File: src/rtl/dmem_arbiter_pkg.sv
// Shared types and constants for the data-memory port arbiter.
package dmem_arb_pkg;

   // Arbiter FSM states; explicit encoding keeps the state register layout stable.
   typedef enum logic [1:0] {
      IDLE     = 2'd0,
      CORE_ACC = 2'd1,
      GEMM_ACC = 2'd2
   } state_e;

   // Requester identity, used for the round-robin history bit.
   typedef enum logic {
      REQ_CORE = 1'b0,
      REQ_GEMM = 1'b1
   } req_e;

   // GEMM engine always performs full-word accesses.
   localparam logic [2:0] FUNC3_WORD = 3'b010;

endpackage

File: src/rtl/dmem_arbiter_if.sv
// Bundle of core, GEMM and memory-side signals around the data-memory arbiter.
interface dmem_arbiter_if #(
   parameter int unsigned ADDR_W = 32,
   parameter int unsigned DATA_W = 32
);
   logic              core_req;
   logic              core_we;
   logic [2:0]        core_func3;
   logic [ADDR_W-1:0] core_addr;
   logic [DATA_W-1:0] core_wdata;
   logic [DATA_W-1:0] core_rdata;
   logic              core_stall;

   logic              gemm_req;
   logic              gemm_we;
   logic [ADDR_W-1:0] gemm_addr;
   logic [DATA_W-1:0] gemm_wdata;
   logic              gemm_gnt;
   logic              gemm_rvalid;
   logic [DATA_W-1:0] gemm_rdata;

   logic              mem_en;
   logic              mem_we;
   logic [2:0]        mem_func3;
   logic [ADDR_W-1:0] mem_addr;
   logic [DATA_W-1:0] mem_wdata;
   logic [DATA_W-1:0] mem_rdata;

   // Arbiter side.
   modport slave (
      input  core_req, core_we, core_func3, core_addr, core_wdata,
      output core_rdata, core_stall,
      input  gemm_req, gemm_we, gemm_addr, gemm_wdata,
      output gemm_gnt, gemm_rvalid, gemm_rdata,
      output mem_en, mem_we, mem_func3, mem_addr, mem_wdata,
      input  mem_rdata
   );

   // Environment side: requesters and memory.
   modport master (
      output core_req, core_we, core_func3, core_addr, core_wdata,
      input  core_rdata, core_stall,
      output gemm_req, gemm_we, gemm_addr, gemm_wdata,
      input  gemm_gnt, gemm_rvalid, gemm_rdata,
      input  mem_en, mem_we, mem_func3, mem_addr, mem_wdata,
      output mem_rdata
   );
endinterface

File: src/rtl/dmem_arbiter.sv
// Round-robin arbiter sharing one fixed-latency data-memory port between
// the core MEM stage and the GEMM load/store engine, one access at a time.
module dmem_arbiter
   import dmem_arb_pkg::*;
#(
   parameter int unsigned ADDR_W  = 32,
   parameter int unsigned DATA_W  = 32,
   parameter int unsigned MEM_LAT = 2
) (
   input logic          clk,
   input logic          reset,
   dmem_arbiter_if.slave bus
);

   localparam int unsigned       CNT_W    = $clog2(MEM_LAT + 1);
   localparam logic [CNT_W-1:0]  CNT_DONE = CNT_W'(MEM_LAT);

   state_e              state_q, state_d;
   logic [CNT_W-1:0]    cnt_q, cnt_d;
   req_e                last_q, last_d;
   logic                mem_en_q, mem_en_d;
   logic                mem_we_q, mem_we_d;
   logic [2:0]          mem_func3_q, mem_func3_d;
   logic [ADDR_W-1:0]   mem_addr_q, mem_addr_d;
   logic [DATA_W-1:0]   mem_wdata_q, mem_wdata_d;
   logic                gnt_q, gnt_d;

   logic                pick_gemm_c;
   logic                core_done_c;
   logic                gemm_done_c;

   // Completion flags: the cycle the memory returns data for the access in flight.
   assign core_done_c = (state_q == CORE_ACC) && (cnt_q == CNT_DONE);
   assign gemm_done_c = (state_q == GEMM_ACC) && (cnt_q == CNT_DONE);

   // GEMM wins when alone, or on a conflict if the core was granted last.
   assign pick_gemm_c = bus.gemm_req && (!bus.core_req || (last_q == REQ_CORE));

   // State, history, latency counter and registered memory-side outputs.
   always_ff @(posedge clk) begin
      if (reset) begin
         state_q     <= IDLE;
         cnt_q       <= '0;
         last_q      <= REQ_GEMM;
         mem_en_q    <= 1'b0;
         mem_we_q    <= 1'b0;
         mem_func3_q <= 3'b000;
         mem_addr_q  <= '0;
         mem_wdata_q <= '0;
         gnt_q       <= 1'b0;
      end else begin
         state_q     <= state_d;
         cnt_q       <= cnt_d;
         last_q      <= last_d;
         mem_en_q    <= mem_en_d;
         mem_we_q    <= mem_we_d;
         mem_func3_q <= mem_func3_d;
         mem_addr_q  <= mem_addr_d;
         mem_wdata_q <= mem_wdata_d;
         gnt_q       <= gnt_d;
      end
   end

   // Next-state: arbitrate in IDLE, then count out the fixed memory latency.
   always_comb begin
      state_d     = state_q;
      cnt_d       = cnt_q;
      last_d      = last_q;
      mem_en_d    = 1'b0;
      gnt_d       = 1'b0;
      mem_we_d    = mem_we_q;
      mem_func3_d = mem_func3_q;
      mem_addr_d  = mem_addr_q;
      mem_wdata_d = mem_wdata_q;

      case (state_q)
         IDLE: begin
            if (bus.core_req || bus.gemm_req) begin
               mem_en_d = 1'b1;
               cnt_d    = '0;
               if (pick_gemm_c) begin
                  state_d     = GEMM_ACC;
                  last_d      = REQ_GEMM;
                  gnt_d       = 1'b1;
                  mem_we_d    = bus.gemm_we;
                  mem_func3_d = FUNC3_WORD;
                  mem_addr_d  = bus.gemm_addr;
                  mem_wdata_d = bus.gemm_wdata;
               end else begin
                  state_d     = CORE_ACC;
                  last_d      = REQ_CORE;
                  mem_we_d    = bus.core_we;
                  mem_func3_d = bus.core_func3;
                  mem_addr_d  = bus.core_addr;
                  mem_wdata_d = bus.core_wdata;
               end
            end
         end
         CORE_ACC, GEMM_ACC: begin
            if (cnt_q == CNT_DONE) begin
               state_d = IDLE;
            end else begin
               cnt_d = cnt_q + CNT_W'(1);
            end
         end
         default: state_d = IDLE;
      endcase
   end

   // Output drive; read data is passed through only in its completion cycle.
   assign bus.mem_en      = mem_en_q;
   assign bus.mem_we      = mem_we_q;
   assign bus.mem_func3   = mem_func3_q;
   assign bus.mem_addr    = mem_addr_q;
   assign bus.mem_wdata   = mem_wdata_q;
   assign bus.gemm_gnt    = gnt_q;
   assign bus.gemm_rvalid = gemm_done_c;
   assign bus.gemm_rdata  = gemm_done_c ? bus.mem_rdata : '0;
   assign bus.core_rdata  = core_done_c ? bus.mem_rdata : '0;
   assign bus.core_stall  = bus.core_req && !core_done_c;

endmodule
File: src/flat_wrapper.sv
// flat-port wrapper written by rule: the top's interface ports become plain ports
module dmem_arbiter_flat import dmem_arb_pkg::*;
#(
   parameter int unsigned ADDR_W  = 32,
   parameter int unsigned DATA_W  = 32,
   parameter int unsigned MEM_LAT = 2
)
  (clk, reset, bus_core_req, bus_core_we, bus_core_func3, bus_core_addr, bus_core_wdata, bus_core_rdata, bus_core_stall, bus_gemm_req, bus_gemm_we, bus_gemm_addr, bus_gemm_wdata, bus_gemm_gnt, bus_gemm_rvalid, bus_gemm_rdata, bus_mem_en, bus_mem_we, bus_mem_func3, bus_mem_addr, bus_mem_wdata, bus_mem_rdata);
  dmem_arbiter_if #(.ADDR_W(ADDR_W), .DATA_W(DATA_W)) bus_i ();
  input logic clk;
  input logic reset;
  input wire logic [$bits(bus_i.core_req)-1:0] bus_core_req;
  input wire logic [$bits(bus_i.core_we)-1:0] bus_core_we;
  input wire logic [$bits(bus_i.core_func3)-1:0] bus_core_func3;
  input wire logic [$bits(bus_i.core_addr)-1:0] bus_core_addr;
  input wire logic [$bits(bus_i.core_wdata)-1:0] bus_core_wdata;
  output wire logic [$bits(bus_i.core_rdata)-1:0] bus_core_rdata;
  output wire logic [$bits(bus_i.core_stall)-1:0] bus_core_stall;
  input wire logic [$bits(bus_i.gemm_req)-1:0] bus_gemm_req;
  input wire logic [$bits(bus_i.gemm_we)-1:0] bus_gemm_we;
  input wire logic [$bits(bus_i.gemm_addr)-1:0] bus_gemm_addr;
  input wire logic [$bits(bus_i.gemm_wdata)-1:0] bus_gemm_wdata;
  output wire logic [$bits(bus_i.gemm_gnt)-1:0] bus_gemm_gnt;
  output wire logic [$bits(bus_i.gemm_rvalid)-1:0] bus_gemm_rvalid;
  output wire logic [$bits(bus_i.gemm_rdata)-1:0] bus_gemm_rdata;
  output wire logic [$bits(bus_i.mem_en)-1:0] bus_mem_en;
  output wire logic [$bits(bus_i.mem_we)-1:0] bus_mem_we;
  output wire logic [$bits(bus_i.mem_func3)-1:0] bus_mem_func3;
  output wire logic [$bits(bus_i.mem_addr)-1:0] bus_mem_addr;
  output wire logic [$bits(bus_i.mem_wdata)-1:0] bus_mem_wdata;
  input wire logic [$bits(bus_i.mem_rdata)-1:0] bus_mem_rdata;
  assign bus_i.core_req = bus_core_req;
  assign bus_i.core_we = bus_core_we;
  assign bus_i.core_func3 = bus_core_func3;
  assign bus_i.core_addr = bus_core_addr;
  assign bus_i.core_wdata = bus_core_wdata;
  assign bus_core_rdata = bus_i.core_rdata;
  assign bus_core_stall = bus_i.core_stall;
  assign bus_i.gemm_req = bus_gemm_req;
  assign bus_i.gemm_we = bus_gemm_we;
  assign bus_i.gemm_addr = bus_gemm_addr;
  assign bus_i.gemm_wdata = bus_gemm_wdata;
  assign bus_gemm_gnt = bus_i.gemm_gnt;
  assign bus_gemm_rvalid = bus_i.gemm_rvalid;
  assign bus_gemm_rdata = bus_i.gemm_rdata;
  assign bus_mem_en = bus_i.mem_en;
  assign bus_mem_we = bus_i.mem_we;
  assign bus_mem_func3 = bus_i.mem_func3;
  assign bus_mem_addr = bus_i.mem_addr;
  assign bus_mem_wdata = bus_i.mem_wdata;
  assign bus_i.mem_rdata = bus_mem_rdata;
  dmem_arbiter #(.ADDR_W(ADDR_W), .DATA_W(DATA_W), .MEM_LAT(MEM_LAT)) u_core (.clk(clk), .reset(reset), .bus(bus_i));
endmodule
File: config.mk
export PLATFORM = sky130hd
export DESIGN_NAME = dmem_arbiter_flat
export DESIGN_NICKNAME = d
export VERILOG_FILES = /design/src/rtl/dmem_arbiter_pkg.sv /design/src/rtl/dmem_arbiter_if.sv /design/src/rtl/dmem_arbiter.sv /design/src/flat_wrapper.sv
export SDC_FILE = /design/constraint.sdc
export NUM_CORES = 1
export LEC_CHECK = 0
export CAP_MARGIN = 20
export CELL_PAD_IN_SITES_DETAIL_PLACEMENT = 1
export CELL_PAD_IN_SITES_GLOBAL_PLACEMENT = 1
export CORE_MARGIN = 3
export CORE_UTILIZATION = 23
export DETAILED_ROUTE_END_ITERATION = 6
export PLACE_DENSITY = 0.85
export SETUP_SLACK_MARGIN = 0.2
export SLEW_MARGIN = 10
export SYNTH_ARGS = -nofsm -noshare
export SYNTH_HDL_FRONTEND = slang
export SYNTH_SLANG_ARGS = --single-unit
File: constraint.sdc
create_clock -name clk -period 2.7 [get_ports clk]
set_input_delay 0.54 -clock clk [delete_from_list [all_inputs] [get_ports clk]]
set_output_delay 0.54 -clock clk [all_outputs]
set_load 0.02 [all_outputs]
# [Word level (Yosys, flattened, before mapping)]
# Index checks and enable logic that the tools add are counted.
[op_classes] bitwise_logic=3 muxes=15 add_sub_neg=1 reduce_logical=16 eq_ne=6
[op_table] cell="32-bit two-way mux" n=4
[op_table] cell="2-bit two-way mux" n=5
[op_table] cell="2-bit one-hot mux with 2 select lines" n=2
[op_table] cell="2-bit == test (second input constant)" n=2
[op_table] cell="1-bit logical AND" n=4
[op_table] cell="2-bit by 1-bit inequality test with 1-bit output (second input constant)" n=2
[op_table] cell="2-bit AND reduction" n=2
[op_table] cell="2-bit OR reduction" n=2
[op_table] cell="1-bit two-way mux" n=3
[op_table] cell="3-bit two-way mux" n=1
[op_table] cell="1-bit NOT" n=3
[op_table] cell="3-bit AND reduction" n=1
[op_table] cell="3-bit OR reduction" n=1
[op_table] cell="2-bit by 1-bit adder with 2-bit output (second input constant)" n=1
[op_table] cell="2-bit by 1-bit == test with 1-bit output (second input constant)" n=1
[op_table] cell="1-bit logical NOT" n=2
[op_table] cell="2-bit logical NOT" n=1
[op_table] cell="1-bit logical OR" n=2
[op_table] cell="2-bit inequality test (second input constant)" n=1
[op_table] cell="2-bit nonzero test" n=1
[totals] out_inout_bits=136 word_cells=50 reg_bits=75 in_bits=169

# [Longest topological paths before layout]
# Gate-level depths: netlist of the first run.
[depth] word_depth=6 depth_mapped=8 mapped_depth_nobuf=5

# [Worst setup path before layout of the first run]
# Ideal clock, no wire load.
[synth_path] path_kind="register -> output" start="register u_core.cnt_q[0]" end="output port bus_core_stall" t_arrival_ns=1.297 t_required_ns=2.160 path_stages_with_launch=5 path_slack_ns=0.863 cell_sequence="dfxtp_1 -> inv_1 -> ha_1 -> clkbuf_1 -> a21boi_0"
[synth_via] elab_chain_len=4
[synth_rtl] item="start: declaration" line="dmem_arbiter.sv:19" rtl="logic [CNT_W-1:0] cnt_q, cnt_d;"
[synth_rtl] item="start signal: assignment" line="dmem_arbiter.sv:53" rtl="cnt_q <= cnt_d;"
[synth_rtl] item="2-bit == test" line="dmem_arbiter.sv:33" rtl="assign core_done_c = (state_q == CORE_ACC) && (cnt_q == CNT_DONE);"
[synth_rtl] item="1-bit logical AND" line="dmem_arbiter.sv:33"
[synth_rtl] item="1-bit logical NOT" line="dmem_arbiter.sv:120" rtl="assign bus.core_stall = bus.core_req && !core_done_c;"
[synth_rtl] item="1-bit logical AND" line="dmem_arbiter.sv:120"
[synth_rtl] item="end: declaration" line="flat_wrapper.sv:18" rtl="output wire logic [$bits(bus_i.core_stall)-1:0] bus_core_stall;"
# No other way between the ends.

# [Worst setup path after layout of the first run]
[layout_path] start="register u_core.cnt_q[0]" end="output port bus_gemm_rdata[6]"
[layout_via] elab_chain_len=3
[layout_rtl] item="2-bit == test" line="dmem_arbiter.sv:34" rtl="assign gemm_done_c = (state_q == GEMM_ACC) && (cnt_q == CNT_DONE);"
[layout_rtl] item="1-bit logical AND" line="dmem_arbiter.sv:34"
[layout_rtl] item="32-bit two-way mux" line="dmem_arbiter.sv:118" rtl="assign bus.gemm_rdata = gemm_done_c ? bus.mem_rdata : '0;"
[layout_rtl] item="end: declaration" line="flat_wrapper.sv:25" rtl="output wire logic [$bits(bus_i.gemm_rdata)-1:0] bus_gemm_rdata;"
# No other way between the ends.

==> run_results.csv, run 1 <==
group,metric,value,unit
detailed_routing,viasPerCell,4.73,
setup_path,cp_max_fo,18,
finish,nFillCells,1941,
logic_synthesis,syn_nets,671,
floorplanning,coreArea,16000,um^2
logic_synthesis,synth_compound_area_share,24.3,%
finish,final_util,45.7,%
worst_hold_path,hp-class,"reg -> reg",
worst_hold_path,hold_start,"u_core.bus.mem_func3[2]$_SDFFE_PP0P_",
pwr,ir_drop,0.340,mV
global_routing,grt_pass1_vias,4700,
clock_network,clockBufferDepth,2,
setup_path,cp.arrival,1.81,ns
pwr,powerDensity,640,nW/um^2
global_routing,antenna_found_initial,0,
global_routing,overflow,0,
floorplanning,design.die.area,18100,um^2
logic_synthesis,synth_area_leaders,"dfxtp_1 40%, a211oi_1 13%, and3_1 11%",
global_routing,track_usage,18.1,%
logic_synthesis,syn_area,3790,um^2
logic_synthesis,synth_xor_area_share,0,%
clock_network,cts_buffers,9,
floorplanning,start_util,23.7,%
detailed_routing,post_drt_wl_per_cell,17.5,um
detailed_routing,vias,4714,
logic_synthesis,synthDistinctLibCells,33,
finish,layout_common_cells,"238 x clkdlybuf4s50_1, 75 x dfxtp_1, 70 x a21oi_1",
clock_network,clk_pin_slew,0.06,ns
placed_design,placed_cells_incl_taps,980,
timing,worst-slew-pin-transition,0.566,ns
pwr,comb_power_share,40.8,%
clock_network,cts_root_buf,"clkbuf_16",
detailed_routing,drc,0,
setup_path,cp-startpoint,"u_core.cnt_q[0]$_SDFFE_PP0P_",
timing,relSlewSlack,62.3,%
timing,max_freq,0.425,GHz
placed_design,gp_congestion,0.788,
global_routing,grt_max_degree,71,
detailed_routing,routed_wl,17.5,mm
finish,final_common_cell,"clkdlybuf4s50_1",
floorplanning,dieHeight,134,um
clock_network,cts.sinks,75,
timing,tns,0,ns
timing,setup_viol,0,
detailed_routing,firstDrtPassIters,4,
detailed_routing,ant_nets,0,
finish,drive_above_1_share,5.25,%
floorplanning,rows,46,
logic_synthesis,synthMuxAreaShare,0.264,%
finish,area_growth,93.0,%
logic_synthesis,syn_inst,496,
floorplanning,dieWidth,134,um
floorplanning,io_pins,305,
finish,fin_cells,997,
logic_synthesis,ys_seq_area_share,39.6,%
pwr,p_sw,1.64,mW
setup_path,critical_path_class,"reg -> out",
flow_run,cap_violations,0,
timing,fin_skew,0.0108,ns
run_status,outcome,"completed",
timing,finalCriticalPeriod,2.35,ns
setup_path,reg2reg_from,"u_core.state_q[1]$_SDFFE_PP0P_",
global_routing,grt_pass1_wl,26.0,mm
pwr,pwr-share-seq,30.8,%
timing,fin_crit_sh,87.2,%
logic_synthesis,synth_top_family_by_area,"simple AND/OR/NAND/NOR gates",
finish,insertedDiodeCount,0,
logic_synthesis,synth_fa_ha_area_share,1.98,%
timing,drv_slew,0,
logic_synthesis,avgSynthCellArea,7.64,um^2
logic_synthesis,synth_top_area_share,39.6,%
timing,hold_viol,0,
placed_design,dpl.hpwl,13.1,mm
clock_network,cts_max_level,3,
pwr,intPower,3.04,mW
pwr,power_leakage,3.41,nW
timing,rsz0062_at_grt,"no",
pwr,switching_share,35.1,%
setup_path,startpoint_type,"flop",
logic_synthesis,synth_area_leader_cell,"dfxtp_1",
logic_synthesis,synth-seq-cells,75,
clock_network,hold_buffers,0,
clock_network,cts_tree,"done",
setup_path,end_kind,"output pin",
logic_synthesis,yosys.area_share.simple,26.6,%
clock_network,clk_latency,0.34,ns
logic_synthesis,yosys_warnings,0,
placed_design,portBuffers,304,
pwr,power_frac_clock,28.4,%
finish,nets,951,
setup_path,required,2.16,ns
detailed_routing,drt_iter0_markers,141,
Yosys cell counts:
library cell / n
a211oi_1: 64
a211oi_2: 1
a21bo_2: 1
a21boi_0: 1
a21boi_2: 1
a21o_1: 1
a21oi_1: 70
a31oi_1: 1
and2_1: 1
and3_1: 64
buf_2: 20
buf_4: 5
buf_6: 4
clkbuf_1: 22
dfxtp_1: 75
ha_1: 6
inv_1: 3
mux2i_1: 1
nand2_1: 67
nand2b_1: 3
nand3_1: 3
nand4b_1: 1
nor2_1: 68
nor2b_1: 1
nor3_1: 3
nor3b_1: 1
o21a_1: 1
o21ai_0: 2
o21ai_2: 1
o31ai_1: 1
or2_2: 1
or3b_2: 1
or4_1: 1
routing by layer:
metal | up-vias | part of all wire [%] | routed length, um | track usage (%)
met5 | - | 0 | 0 | 0
met4 | 0 | 2.2 | 384 | 5.15
met3 | 29 | 7.9 | 1380 | 6.64
met2 | 188 | 49 | 8510 | 30.9
met1 | 2199 | 41 | 7220 | 21.4
li1 | 2298 | - | - | -
flip-flops by register name, summed over array words and instances, names as in the netlist:
name,count
u_core.bus.mem_we,1
u_core.bus.mem_wdata,32
u_core.bus.mem_func3,3
u_core.bus.gemm_gnt,1
u_core.cnt_q,2
u_core.state_q,2
u_core.bus.mem_en,1
u_core.last_q,1
u_core.bus.mem_addr,32
cells by family after synthesis:
kind of cell | count (synthesis)
buffers and inverters | 54
DFF | 75
muxes | 1
and+or+nand+nor | 215
adders and majority gates | 6
AOI/OAI and AO/OA | 145
power groups by stage:
stage / Combinational, mW / Sequential [mW] / Clock, mW
final: 1.91 / 1.44 / 1.33
after global routing: 2.08 / 1.47 / 1.41
after CTS: 1.94 / 1.44 / 1.38
after detailed placement: 1.92 / 1.47 / 0
after global placement: 1.89 / 1.46 / 0
after floorplan: 0.739 / 1.71 / 0
worst max-delay path: stages (launching register included):
cell	delay [ns]
dfxtp_1	0.31
inv_1	0.13
ha_4	0.27
and3_1	0.18
clkdlybuf4s50_1	0.60
final timing paths:
kind              slack [ns]  cells after the start                                   end
setup / recovery        0.35                      4                     bus_gemm_rdata[6]
hold / removal          0.45                      2  u_core.bus.mem_func3[2]$_SDFFE_PP0P_
setup reg to reg        0.93                      6  u_core.bus.mem_addr[23]$_SDFFE_PP0P_
hold reg to reg         0.45                      2  u_core.bus.mem_func3[2]$_SDFFE_PP0P_
stage by stage:
| step | cell area, um^2 | power, mW | hold slack, ns | setup WS (ns) |
|---|---|---|---|---|
| floorplan | 3790 | 2.45 | 0.468 | 0.863 |
| global placement | 7010 | 3.35 | 0.439 | 0.228 |
| detailed placement | 7010 | 3.39 | 0.450 | 0.114 |
| CTS | 7290 | 4.76 | 0.459 | 0.149 |
| global route | 7310 | 4.96 | 0.467 | 0.255 |
| finish | 7310 | 4.68 | 0.454 | 0.346 |
final cells by class:
type                       count  area, um^2  share of cell area, %
clock inverter                 7         100                   1.37
sequential                    75        1500                   20.5
inverter                       3        11.3                  0.154
tap                          216         270                   3.70
clock buffer                   9         225                   3.08
timing repair buffer         320        3160                   43.3
multi-input combinational    367        2040                   27.9
timing repair:
item / in CTS / in global routing
resized for setup: 68 / 5
setup buffers: 0 / 1
setup endpoints to repair: 66 / 4
hold endpoints to repair: 0 / 0
Note: power is estimated with default switching activity, not from simulation.
==> run 2, diff against run 1 <==
--- a/config.mk
+++ b/config.mk
@@ -5,6 +5,7 @@
 export SDC_FILE = /design/constraint.sdc
 export NUM_CORES = 1
 export LEC_CHECK = 0
+export ABC_CLOCK_PERIOD_IN_PS = 2700
 export CAP_MARGIN = 20
 export CELL_PAD_IN_SITES_DETAIL_PLACEMENT = 1
 export CELL_PAD_IN_SITES_GLOBAL_PLACEMENT = 1
==> results of run 2 <==
The final DEF is identical to that of run 1; final timing and power are the same.
